===== src/rtl/toggle_event_decoder.sv =====
// Receive side of a toggle-signalled event line: synchronises tog_in, turns each level
// change into an event, queues events as a saturating count and measures inter-event gaps.
module toggle_event_decoder #(
    parameter int unsigned SYNC_STAGES = 2,
    parameter int unsigned CNT_W       = 8,
    parameter int unsigned GAP_W       = 16
) (
    input  logic             clk,
    input  logic             rst,
    input  logic             tog_in,
    output logic             evt_valid,
    input  logic             evt_ready,
    output logic [CNT_W-1:0] pending,
    output logic             overflow,
    input  logic             clr_ovf,
    output logic [GAP_W-1:0] gap,
    output logic             gap_valid,
    output logic             stalled,
    output logic             level
);

    localparam logic [CNT_W-1:0] CNT_MAX = {CNT_W{1'b1}};
    localparam logic [GAP_W-1:0] GAP_MAX = {GAP_W{1'b1}};

    typedef enum logic [1:0] {
        ST_IDLE  = 2'd0,
        ST_RUN   = 2'd1,
        ST_STALL = 2'd2
    } state_t;

    logic [SYNC_STAGES-1:0] sync_q;
    logic                   prev_q;
    logic                   evt_det;
    logic                   pop;

    logic [CNT_W-1:0] pending_d;
    logic             overflow_d;

    state_t           state_q;
    state_t           state_d;
    logic [GAP_W-1:0] gap_cnt_q;
    logic [GAP_W-1:0] gap_cnt_d;
    logic [GAP_W-1:0] gap_d;
    logic             gap_valid_d;
    logic             stalled_d;

    // Synchroniser chain and previous-level register for edge detection
    always_ff @(posedge clk) begin
        if (rst) begin
            sync_q <= '0;
            prev_q <= 1'b0;
        end else begin
            sync_q <= {sync_q[SYNC_STAGES-2:0], tog_in};
            prev_q <= sync_q[SYNC_STAGES-1];
        end
    end

    assign level     = sync_q[SYNC_STAGES-1];
    assign evt_det   = level != prev_q;
    assign evt_valid = pending != '0;
    assign pop       = evt_valid & evt_ready;

    // Pending count: simultaneous event and pop cancel, so no overflow even at full count
    always_comb begin
        pending_d  = pending;
        overflow_d = overflow;
        if (clr_ovf) begin
            overflow_d = 1'b0;
        end
        if (evt_det && !pop) begin
            if (pending == CNT_MAX) begin
                overflow_d = 1'b1;
            end else begin
                pending_d = pending + CNT_W'(1);
            end
        end else if (pop && !evt_det) begin
            pending_d = pending - CNT_W'(1);
        end
    end

    always_ff @(posedge clk) begin
        if (rst) begin
            pending  <= '0;
            overflow <= 1'b0;
        end else begin
            pending  <= pending_d;
            overflow <= overflow_d;
        end
    end

    // Gap-measurement FSM: state register
    always_ff @(posedge clk) begin
        if (rst) begin
            state_q   <= ST_IDLE;
            gap_cnt_q <= '0;
            gap       <= '0;
            gap_valid <= 1'b0;
            stalled   <= 1'b0;
        end else begin
            state_q   <= state_d;
            gap_cnt_q <= gap_cnt_d;
            gap       <= gap_d;
            gap_valid <= gap_valid_d;
            stalled   <= stalled_d;
        end
    end

    // Gap-measurement FSM: next state and registered-output next values
    always_comb begin
        state_d     = state_q;
        gap_cnt_d   = gap_cnt_q;
        gap_d       = gap;
        gap_valid_d = 1'b0;
        stalled_d   = stalled;
        case (state_q)
            ST_IDLE: begin
                if (evt_det) begin
                    state_d   = ST_RUN;
                    gap_cnt_d = GAP_W'(1);
                end
            end
            ST_RUN: begin
                if (evt_det) begin
                    gap_d       = gap_cnt_q;
                    gap_valid_d = 1'b1;
                    gap_cnt_d   = GAP_W'(1);
                end else if (gap_cnt_q == GAP_MAX) begin
                    // Full-scale gap elapsed with no event: line considered stalled
                    state_d   = ST_STALL;
                    stalled_d = 1'b1;
                end else begin
                    gap_cnt_d = gap_cnt_q + GAP_W'(1);
                end
            end
            ST_STALL: begin
                if (evt_det) begin
                    state_d   = ST_RUN;
                    gap_cnt_d = GAP_W'(1);
                    stalled_d = 1'b0;
                end
            end
            default: begin
                state_d = ST_IDLE;
            end
        endcase
    end

endmodule


===== config.mk =====
export PLATFORM = sky130hd
export DESIGN_NAME = toggle_event_decoder
export DESIGN_NICKNAME = d
export VERILOG_FILES = /design/src/rtl/toggle_event_decoder.sv
export SDC_FILE = /design/constraint.sdc
export NUM_CORES = 1
export LEC_CHECK = 0
export ABC_CLOCK_PERIOD_IN_PS = 3900
export BUFFER_PORTS_ARGS = -buffer_cell sky130_fd_sc_hd__buf_2
export CAP_MARGIN = 20
export CORE_MARGIN = 2
export CORE_UTILIZATION = 38
export DETAILED_ROUTE_END_ITERATION = 6
export HOLD_SLACK_MARGIN = 0.15
export SETUP_SLACK_MARGIN = 0.15
export SYNTH_ARGS = -nofsm -noshare
export SYNTH_HDL_FRONTEND = slang
export SYNTH_SLANG_ARGS = --single-unit

===== constraint.sdc =====
create_clock -name clk -period 3.9 [get_ports clk]
set_clock_uncertainty 0.2 [all_clocks]
set_input_delay 0.78 -clock clk [delete_from_list [all_inputs] [get_ports clk]]
set_output_delay 0.78 -clock clk [all_outputs]
set_load 0.02 [all_outputs]

==> out/qor.csv <==
stage,metric,value,unit
outcome,status,finished clean,
sta,fin_crit_sh,0.8030,
pwr,pwr_density_cell,579.5,nW/um^2
synth,ys_seq_area_frac,0.3983,
setup_path,cp_max_fo,8,
global_route,grt_pass1_vias,1976,
detailed_routing,num_vias,2094,
clocking,path_clk_slew,0.09,ns
synth,synth_edf_count,0,
placed_design,hpwl,3622,um
clocking,cts_resized,0,
clocking,cts.sinks,48,
setup_path,cp.required,3.90,ns
global_route,gr-total-overflow,0,
detailed_routing,ant_nets,0,
pwr,p_seq_frac,0.373,
detailed_routing,drt-wirelength-per-cell,13.61,um
synth,synth_cell_types,53,
synth,synth_top_area_share,0.3983,
die,rows,29,
layout,antenna_cells,0,
detailed_routing,avgViaCountPerCell,5.397,
synth,avgSynthCellArea,8.615,sq um
clocking,clk_latency,0.31,ns
sta,slew_headroom,0.4856,
layout,final_area,2760,sq um
placed_design,dpl_cell_area,2628,sq um
clocking,root_buffer,clkbuf_8,
clocking,cts_buffers,5,
die,design.die.area,7002,sq um
sta,hold_viol,0,
die,coreArea,6241,sq um
pwr,peakVddDrop,576.3,uV
sta,setup_tns,0,ns
setup_path,crit_path_end_kind,flip-flop,
placed_design,place_congestion,0.8122,
run,max_cap_violations,0,
synth,yosysTopAreaCell,dfxtp_1,
setup_path,critical_path_arrival,3.13,ns
synth,synth-seq-cells,48,
die,die_h,83.68,um
setup_path,crit_path_start_kind,flip-flop,
pwr,internal-power,1021,uW
synth,synthFlopType,dfxtp_1,
pwr,swShare,0.3618,
clocking,postCtsHoldBufs,0,
clocking,post_cts.repair.setup_buffers,0,
sta,tightest_slew,0.7715,ns
setup_path,r2r_start,pending[2],
min_path,hp-start,sync_q[0],
sta,drv_slew,0,
synth,synth_warnings,0,
synth,synth.area.top_cells,"dfxtp_1 (40%), nand2_1 (7.6%), a21oi_1 (6.0%)",
global_route,antenna_found_initial,0,
synth,syn_area,2412,sq um
detailed_routing,wl,5281,um
detailed_routing,drt-pass1-iter-count,4,
detailed_routing,drc_errors,0,
global_route,grt_pass1_wl,9177,um
sta,fmax,0.3193,GHz
die,io_pins,34,
pwr,leakage,0.001020,uW
global_route,grt_max_degree,44,
pwr,p_switching,578.6,uW
layout,utilization,0.4423,
synth,netlist_instances,280,
detailed_routing,drtIter0Drc,139,
die,die_x,83.68,um
layout,area_growth,14.42,%
layout,drive_gt1_frac,0.1833,
clocking,h-tree-depth,2,
synth,ys_async_sr_fraction,0,
min_path,hold_class,flip-flop to flip-flop,
synth,synth_nets,293,
layout,nets,323,
setup_path,worstSetupPathType,flip-flop to flip-flop,
sta,rsz0062_at_grt,false,
setup_path,startpoint,pending[2],
sta,setup_viol,0,
sta,min_period,3.132,ns
die,start_util,0.3865,
clocking,cts_tree,built,
placed_design,io_buffers,33,
pwr,pwr-share-clk,0.239,
global_route,track_usage,0.1582,
pwr,p_comb_frac,0.388,
clocking,cts.path.max_buffers,2,
==> per-layer routing <==
metal | routed length, um | up-vias | track usage
met4 | 78 | 0 | 0.06012
met1 | 2627 | 965 | 0.2139
li1 | - | 1078 | -
met2 | 2371 | 42 | 0.2495
met5 | 0 | - | 0
met3 | 204 | 9 | 0.03165
==> cell type report <==
class	instances	area (sq um)
multi-input combinational	210	1356
inverter	9	33.78
clock inverter	2	38.79
clock buffer	6	82.58
fill	648	3481
sequential	48	960.9
timing repair buffer	36	191.4
tap	77	96.34
==> cell families after synthesis <==
family                     count (synthesis)  share of synthesized area
and+or+nand+nor                          109                     0.2272
AOI/OAI and AO/OA                         79                     0.2225
DFF                                       48                     0.3983
buffers and inverters                     22                    0.03942
adders and majority gates                  8                    0.04460
xor gates and xnor gates                   7                    0.03320
muxes                                      7                    0.03475
==> layout by cell type (no fill, tap or decap), types with 2 or more instances in the layout <==
cell type | Yosys | layout
a31oi_1 | 5 | 5
nor2b_1 | 4 | 4
o21a_1 | 2 | 2
and4_1 | 2 | 2
a21o_1 | 2 | 2
mux2i_1 | 5 | 5
a311oi_1 | 5 | 5
nand4b_1 | 2 | 2
dfxtp_1 | 48 | 48
or4b_1 | 2 | 2
nand2_1 | 49 | 49
buf_4 | 0 | 2
ha_1 | 7 | 7
a21oi_1 | 29 | 29
o211ai_1 | 2 | 2
buf_2 | 4 | 33
xnor2_1 | 6 | 6
and2_1 | 2 | 2
nor3b_1 | 2 | 2
nand3_1 | 7 | 7
inv_1 | 9 | 9
o21ai_0 | 9 | 9
nor2_1 | 19 | 19
nor3_1 | 3 | 3
clkbuf_8 | 0 | 6
nand4_1 | 5 | 5
a211oi_1 | 11 | 11
and3_1 | 3 | 3
a41oi_1 | 2 | 2
nor4_1 | 2 | 2
==> state kept, by name, indices dropped and copies added, names as in the netlist, 2 cells and up <==
register,cells
state_q,2
pending,8
sync_q,2
gap_cnt_q,16
gap,16
==> synth_stat cells (all sizes together) (2+ instances only) <==
master and n:
nand4 5, a41oi 2, a21o 2, ha 7, nand2 49, nor3 3, nand3 8, o311ai 2
a21oi 30, nand4b 2, a211oi 11, or4b 2, buf 5, nor3b 2, and2 2, xnor2 6
clkbuf 8, o21a 2, a31oi 6, mux2i 6, nor4 3, and4 2, dfxtp 48, o211ai 2
o21ai 11, inv 9, nor2b 4, a311oi 5, and3 4, nor2 19
==> worst paths after layout <==
path / endpoint / depth (start not counted) / slack [ns]
max: pending[7] / 9 / 0.77
min: sync_q[1] / 1 / 0.24
max reg2reg: pending[7] / 9 / 0.77
min reg2reg: sync_q[1] / 1 / 0.24
==> worst max-delay path, cell delays in order, from the launching register on <==
cell,delay [ns]
dfxtp_1,0.36
nor4_1,0.40
a21boi_1,0.24
or2_1,0.39
ha_1,0.34
a211oi_1,0.28
o211ai_1,0.13
o21ai_0,0.12
mux2i_1,0.22
mux2_2,0.34
==> through the flow <==
stage	hold slack, ns	worst slack [ns]	power [uW]	std cells
floorplan	0.2138	0.8745	1093	280
global placement	0.2178	0.6204	1224	379
detailed placement	0.2280	0.5197	1228	379
CTS	0.2509	0.7106	1622	387
global route	0.2591	0.5102	1727	388
finish	0.2443	0.7685	1599	388
==> power groups by stage <==
stage / clock network (uW) / registers, uW / logic (uW)
detailed placement: 0 / 606 / 621
global placement: 0 / 607 / 617
finish: 383 / 597 / 620
global route: 419 / 608 / 700
floorplan: 0 / 641 / 453
CTS: 402 / 596 / 624
No activity file was read; power rests on OpenSTA's default activity.
